$ cat src/rtl/vga_timing_pkg.sv
// Shared VGA raster constants and the camera-index FSM state type.
package vga_timing_pkg;

  localparam int H_VISIBLE = 640;
  localparam int H_FP      = 16;
  localparam int H_SYNC    = 96;
  localparam int H_BP      = 48;
  localparam int H_TOTAL   = H_VISIBLE + H_FP + H_SYNC + H_BP;

  localparam int V_VISIBLE = 480;
  localparam int V_FP      = 10;
  localparam int V_SYNC    = 2;
  localparam int V_BP      = 33;
  localparam int V_TOTAL   = V_VISIBLE + V_FP + V_SYNC + V_BP;

  typedef enum logic [1:0] {
    CAM_IDLE,
    CAM_DIV,
    CAM_HOLD
  } cam_state_e;

endpackage

$ cat src/rtl/camera_div.sv
// Sequential restoring divide by BLOCK_WIDTH, one subtraction per clock,
// with the quotient saturating at all-ones instead of wrapping.
module camera_div #(
  parameter int PHY_WIDTH   = 14,
  parameter int BLOCK_WIDTH = 480,
  parameter int CAM_WIDTH   = 5
) (
  input  logic                 sys_clk,
  input  logic                 sys_rst,
  input  logic                 start,
  input  logic [PHY_WIDTH-1:0] dividend,
  output logic                 done,
  output logic [CAM_WIDTH-1:0] quotient
);

  localparam logic [PHY_WIDTH-1:0] BW    = PHY_WIDTH'(BLOCK_WIDTH);
  localparam logic [CAM_WIDTH-1:0] Q_MAX = '1;

  logic [PHY_WIDTH-1:0] rem_q, rem_d;
  logic [CAM_WIDTH-1:0] quo_q, quo_d;
  logic                 busy_q, busy_d;
  logic                 step;

  always_comb begin
    rem_d  = rem_q;
    quo_d  = quo_q;
    busy_d = busy_q;
    step   = busy_q && (rem_q >= BW) && (quo_q != Q_MAX);
    if (start) begin
      rem_d  = dividend;
      quo_d  = '0;
      busy_d = 1'b1;
    end else if (step) begin
      rem_d = rem_q - BW;
      quo_d = quo_q + 1'b1;
    end else begin
      busy_d = 1'b0;
    end
  end

  // done is the single cycle where the busy divider can no longer subtract
  assign done     = busy_q && !step;
  assign quotient = quo_q;

  always_ff @(posedge sys_clk) begin
    if (sys_rst) begin
      rem_q  <= '0;
      quo_q  <= '0;
      busy_q <= 1'b0;
    end else begin
      rem_q  <= rem_d;
      quo_q  <= quo_d;
      busy_q <= busy_d;
    end
  end

endmodule

$ cat src/rtl/vga_frame_timer.sv
// VGA scan timing from the system clock plus the camera screen index, which is
// divided out during vertical blanking and committed only on the frame wrap.
module vga_frame_timer
  import vga_timing_pkg::*;
#(
  parameter int CLK_DIV      = 4,
  parameter int SCREEN_WIDTH = 10,
  parameter int PHY_WIDTH    = 14,
  parameter int BLOCK_WIDTH  = 480,
  parameter int CAM_WIDTH    = 5,
  // Raster geometry; the defaults give the standard 640x480 raster.
  parameter int H_VIS        = H_VISIBLE,
  parameter int H_FRONT      = H_FP,
  parameter int H_PULSE      = H_SYNC,
  parameter int H_BACK       = H_BP,
  parameter int V_VIS        = V_VISIBLE,
  parameter int V_FRONT      = V_FP,
  parameter int V_PULSE      = V_SYNC,
  parameter int V_BACK       = V_BP
) (
  input  logic                    sys_clk,
  input  logic                    sys_rst,
  input  logic [PHY_WIDTH-1:0]    char_abs_y,
  output logic                    p_tick,
  output logic [SCREEN_WIDTH-1:0] x,
  output logic [SCREEN_WIDTH-1:0] y,
  output logic                    video_on,
  output logic                    hsync,
  output logic                    vsync,
  output logic                    frame_start,
  output logic [CAM_WIDTH-1:0]    camera_y
);

  localparam int H_TOT = H_VIS + H_FRONT + H_PULSE + H_BACK;
  localparam int V_TOT = V_VIS + V_FRONT + V_PULSE + V_BACK;
  localparam int DIV_W = (CLK_DIV > 1) ? $clog2(CLK_DIV) : 1;

  localparam logic [DIV_W-1:0]        DIV_LAST   = DIV_W'(CLK_DIV - 1);
  localparam logic [SCREEN_WIDTH-1:0] X_LAST     = SCREEN_WIDTH'(H_TOT - 1);
  localparam logic [SCREEN_WIDTH-1:0] Y_LAST     = SCREEN_WIDTH'(V_TOT - 1);
  localparam logic [SCREEN_WIDTH-1:0] X_VIS      = SCREEN_WIDTH'(H_VIS);
  localparam logic [SCREEN_WIDTH-1:0] Y_VIS      = SCREEN_WIDTH'(V_VIS);
  localparam logic [SCREEN_WIDTH-1:0] Y_VIS_LAST = SCREEN_WIDTH'(V_VIS - 1);
  localparam logic [SCREEN_WIDTH-1:0] HS_BEG     = SCREEN_WIDTH'(H_VIS + H_FRONT);
  localparam logic [SCREEN_WIDTH-1:0] HS_END     = SCREEN_WIDTH'(H_VIS + H_FRONT + H_PULSE);
  localparam logic [SCREEN_WIDTH-1:0] VS_BEG     = SCREEN_WIDTH'(V_VIS + V_FRONT);
  localparam logic [SCREEN_WIDTH-1:0] VS_END     = SCREEN_WIDTH'(V_VIS + V_FRONT + V_PULSE);

  logic [DIV_W-1:0]        div_q, div_d;
  logic [SCREEN_WIDTH-1:0] x_q, x_d, y_q, y_d;
  logic                    tick_q, tick_d;
  logic                    vid_q, vid_d, hs_q, hs_d, vs_q, vs_d, fs_q;
  logic                    h_wrap, v_wrap, cam_latch;
  cam_state_e              state_q, state_d;
  logic [CAM_WIDTH-1:0]    cam_q, cam_d, div_quo;
  logic                    div_start, div_done;

  // Sync/blank flops decode the next counter values so they move with x/y.
  always_comb begin
    div_d     = (div_q == DIV_LAST) ? '0 : div_q + 1'b1;
    tick_d    = (div_d == DIV_LAST);
    h_wrap    = tick_q && (x_q == X_LAST);
    v_wrap    = h_wrap && (y_q == Y_LAST);
    cam_latch = h_wrap && (y_q == Y_VIS_LAST);
    x_d       = x_q;
    y_d       = y_q;
    if (tick_q) x_d = h_wrap ? '0 : x_q + 1'b1;
    if (h_wrap) y_d = v_wrap ? '0 : y_q + 1'b1;
    vid_d = (x_d < X_VIS) && (y_d < Y_VIS);
    hs_d  = !((x_d >= HS_BEG) && (x_d < HS_END));
    vs_d  = !((y_d >= VS_BEG) && (y_d < VS_END));
  end

  always_comb begin
    state_d   = state_q;
    cam_d     = cam_q;
    div_start = 1'b0;
    unique case (state_q)
      CAM_IDLE: if (cam_latch) begin
        state_d   = CAM_DIV;
        div_start = 1'b1;
      end
      // A wrap before the divide finishes abandons this frame's result.
      CAM_DIV: if (v_wrap) state_d = CAM_IDLE;
               else if (div_done) state_d = CAM_HOLD;
      CAM_HOLD: if (v_wrap) begin
        state_d = CAM_IDLE;
        cam_d   = div_quo;
      end
      default: state_d = CAM_IDLE;
    endcase
  end

  camera_div #(
    .PHY_WIDTH  (PHY_WIDTH),
    .BLOCK_WIDTH(BLOCK_WIDTH),
    .CAM_WIDTH  (CAM_WIDTH)
  ) u_div (
    .sys_clk (sys_clk),
    .sys_rst (sys_rst),
    .start   (div_start),
    .dividend(char_abs_y),
    .done    (div_done),
    .quotient(div_quo)
  );

  always_ff @(posedge sys_clk) begin
    if (sys_rst) begin
      div_q   <= '0;
      tick_q  <= 1'b0;
      x_q     <= '0;
      y_q     <= '0;
      vid_q   <= 1'b0;
      hs_q    <= 1'b1;
      vs_q    <= 1'b1;
      fs_q    <= 1'b0;
      state_q <= CAM_IDLE;
      cam_q   <= '0;
    end else begin
      div_q   <= div_d;
      tick_q  <= tick_d;
      x_q     <= x_d;
      y_q     <= y_d;
      vid_q   <= vid_d;
      hs_q    <= hs_d;
      vs_q    <= vs_d;
      fs_q    <= v_wrap;
      state_q <= state_d;
      cam_q   <= cam_d;
    end
  end

  assign p_tick      = tick_q;
  assign x           = x_q;
  assign y           = y_q;
  assign video_on    = vid_q;
  assign hsync       = hs_q;
  assign vsync       = vs_q;
  assign frame_start = fs_q;
  assign camera_y    = cam_q;

endmodule

$ cat config.mk
export PLATFORM = sky130hd
export DESIGN_NAME = vga_frame_timer
export DESIGN_NICKNAME = d
export VERILOG_FILES = /design/src/rtl/vga_timing_pkg.sv /design/src/rtl/camera_div.sv /design/src/rtl/vga_frame_timer.sv
export SDC_FILE = /design/constraint.sdc
export NUM_CORES = 1
export LEC_CHECK = 0
export CAP_MARGIN = 10
export CORE_AREA = 5 5 80 82
export CTS_BUF_LIST = sky130_fd_sc_hd__clkbuf_8 sky130_fd_sc_hd__clkbuf_16
export DETAILED_ROUTE_END_ITERATION = 8
export DIE_AREA = 0 0 85 87
export DONT_BUFFER_PORTS = 1
export GPL_TIMING_DRIVEN = 0
export HOLD_SLACK_MARGIN = 0.12
export SLEW_MARGIN = 10
export SYNTH_ARGS = -nofsm -noshare
export SYNTH_HDL_FRONTEND = slang
export SYNTH_SLANG_ARGS = --single-unit
$ cat constraint.sdc
create_clock -name sys_clk -period 1.9 [get_ports sys_clk]
set_input_delay 0.475 -clock sys_clk [delete_from_list [all_inputs] [get_ports sys_clk]]
set_output_delay 0.475 -clock sys_clk [all_outputs]
set_load 0.05 [all_outputs]
==> results.txt <==
synth top area cells - dfxtp_1 40%, nor2_1 5.6%, mux2i_1 5.3%
Worst Path Arrival - 2.21 ns
antenna violations before repair - 0
drt wl/cell - 16.0 um
status - finished with violations
Initial Util - 43.4%
Buf/Inv on CP - 1
Hold/Removal Path Class - input pin to flip-flop
routed vias - 2157
Syn Area/Cell - 8.67 um^2
drt first pass iters - 4
vias in the first global route - 2062
Sw Ratio - 23.7%
DIE AREA - 7400 um^2
Comb pwr share - 2.6%
cell taking the most area after synthesis - dfxtp_1
RSZ-0062 raised after global routing - true
CP max FO - 9
H-tree depth - 2
Post-synth top cells - 49 x dfxtp_1, 37 x nor2_1, 16 x nor3_1
post-DP HPWL - 4130 um
Worst Setup SP - y[5]$_SDFF_PP0_
# rows - 28
DRC - 0
crit path cell chain - or3_1, or4_4, or2_4, or2b_1, buf_6, a21oi_1
Longest Clk Path Bufs - 2
max cap viols - 0
period utilization - 106%
r2r setup slk - -0.12 ns
Clock power frac - 35.3%
Final Hold Vio Count - 0
RD Place Congestion - 0.809
DR iter-0 viols - 130
io pins - 46
slew margin rel. - 54.3%
slowest stage cell, crit path - or4_4
Multi-input gate area - 1560 um^2
VDD IR max - 0.398 mV
port bufs - 0
clock slew at the register clock pins of the worst setup and hold paths - 0.09 ns
WP data required - 2.09 ns
clock tree sinks - 49
CP delay by family, top - simple AND/OR/NAND/NOR gates
Synth Net Count - 308
Crit. path cell count - 6
worst skew pair latency - 0.30 ns
Congestion Overflow GR - 0
post-synthesis sequential area ratio - 39.8%
Mapped Cells - 284
net switching power - 397 uW
P per Cell Area - 539 nW/um^2
Slew Viols, Final - 0
Chip Height - 87 um
Startpoint Class - flip-flop
TritonCTS clock tree - done
R2R Path Start - y[5]$_SDFF_PP0_
largest net degree at the start of global routing - 15
layout filler cell count - 527
Sequential Power Share - 62.0%
first-pass GRT wire length - 10200 um
failing checks - negative setup slack
Clock Skew - 0.0160 ns
path depth of the worst reg2reg path - 6
DR vias/cell - 5.59
final WL - 6180 um
Cell Count, Final, Fillers Out - 386
Max stage delay on crit path - 0.46 ns
hold slack - 0.345 ns
Crit Path Class - flip-flop to flip-flop
share of the synthesized area in the top cell type - 39.8%
Num CTS Buffers - 5
post-route ant nets - 0
Hold-fix buffers, CTS - 0
YS warnings - 0
NumNets Final - 334
Synth Flop Type - dfxtp_1
dpl cells - 359
Static Leak - 1.09 nW
Place WS - -0.328 ns
FF+latch area - 1050 um^2
area grow syn2layout - 26.2%
n_diodes - 0
Die Width - 85 um
CP endpoint kind - flip-flop
final setup fails - 17
Seq cells post-synth - 49
Yosys cell types - 51
EDFF count, synth - 0
Worst Tran Pin Value - 0.684 ns
Final min period - 2.02 ns
setup TNS - -1.66 ns
Worst Min Path Start - char_abs_y[10]
Root Driver - clkbuf_8
FFs w/ async S/R, synth - 0%
synthesized area - 2460 um^2
Max Clk Rate - 494 MHz
Crit Reg-Reg Endpoint - state_q[1]$_SDFFE_PP0P_
CP Capture Point - state_q[1]$_SDFFE_PP0P_
most frequent cell after synthesis - dfxtp_1
post-route setup slack - -0.123 ns
Worst Hold Depth - 2
core outline area - 5680 um^2
share of layout cells above drive strength 1 - 30.9%
all-layer global routing usage - 17.0%
Internal - 1.28 mW
## per-stage QoR
stage,total power [mW],area [um^2],utilization [%]
final,1.67,3110,54.8
after global placement,1.11,2640,46.4
after floorplan,1.10,2540,-
after global routing,1.74,3110,54.8
after detailed placement,1.12,2640,46.4
after CTS,1.70,2940,51.7
## sequential cells by signal (all words and copies together) (netlist names)
| register | count |
|---|---|
| p_tick | 1 |
| state_q | 2 |
| y | 10 |
| div_q | 2 |
| u_div.rem_q | 9 |
| hsync | 1 |
| vsync | 1 |
| u_div.quotient | 5 |
| video_on | 1 |
| u_div.busy_q | 1 |
| x | 10 |
| camera_y | 5 |
| frame_start | 1 |
## cells by family after synthesis
logic type | Yosys count | share of synthesized area, %
compound gates | 42 | 11.3
flops | 49 | 39.8
simple gates | 130 | 28.6
fa+ha+maj | 8 | 4.07
mux | 13 | 5.28
xor+xnor | 20 | 7.11
buf+inv | 22 | 3.81
## power groups by stage
stage	Sequential (mW)	Combinational, mW	Clock, mW
after floorplan	1.07	0.0304	0
after global placement	1.07	0.0410	0
after detailed placement	1.07	0.0436	0
after CTS	1.04	0.0435	0.613
after global routing	1.04	0.0506	0.649
final	1.04	0.0442	0.592
## layout make-up
type | instances | share of cell area [%]
repair buffers | 21 | 6.08
clock buffers | 5 | 2.21
flip-flops and latches | 49 | 33.8
inverters | 6 | 0.805
plain buffers | 14 | 3.42
well taps | 75 | 3.02
multi-input cells | 213 | 50.2
clock inverters | 3 | 0.403
## timing repair
item	in CTS	in global routing
setup buffers	14	7
endpoints found under the setup margin	34	35
gates resized for setup	34	29
pin swaps	13	10
## how the worst min path moves through the flow
stage,endpoint,slack [ns]
floorplan,div_q[0]$_SDFF_PP0_,0.43
global placement,div_q[0]$_SDFF_PP0_,0.44
detailed placement,div_q[0]$_SDFF_PP0_,0.46
CTS,u_div.rem_q[7]$_SDFFE_PP0P_,0.34
global route,u_div.rem_q[11]$_SDFFE_PP0P_,0.35
finish,u_div.rem_q[10]$_SDFFE_PP0P_,0.34
## layout by cell type, fill, tap and decap left out, drive strengths merged, types with 4 or more instances in the layout
master | netlist | final
dfxtp | 49 | 49
ha | 8 | 8
o21ai | 4 | 4
clkbuf | 10 | 13
xnor2 | 8 | 8
and3 | 5 | 5
a211oi | 10 | 10
inv | 6 | 6
nor3 | 17 | 17
nand4 | 16 | 16
a21oi | 15 | 15
buf | 6 | 27
mux2i | 13 | 13
nand3 | 12 | 12
nand2 | 15 | 15
xor2 | 12 | 12
nand2b | 4 | 4
nor2 | 38 | 38
## worst register-to-register path, stage by stage (launching register included)
cell,delay (ns)
dfxtp_4,0.43
or3_1,0.38
or4_4,0.46
or2_4,0.29
or2b_1,0.17
buf_6,0.13
a21oi_1,0.04
## routing by layer
layer	global-route usage, %	wire length (um)	up-vias
li1	-	-	1072
met1	21.3	2790	1042
met2	29.0	3100	37
met3	4.35	233	6
met4	4.60	59	0
met5	0	0	-
(Power assumes the default switching activity.)
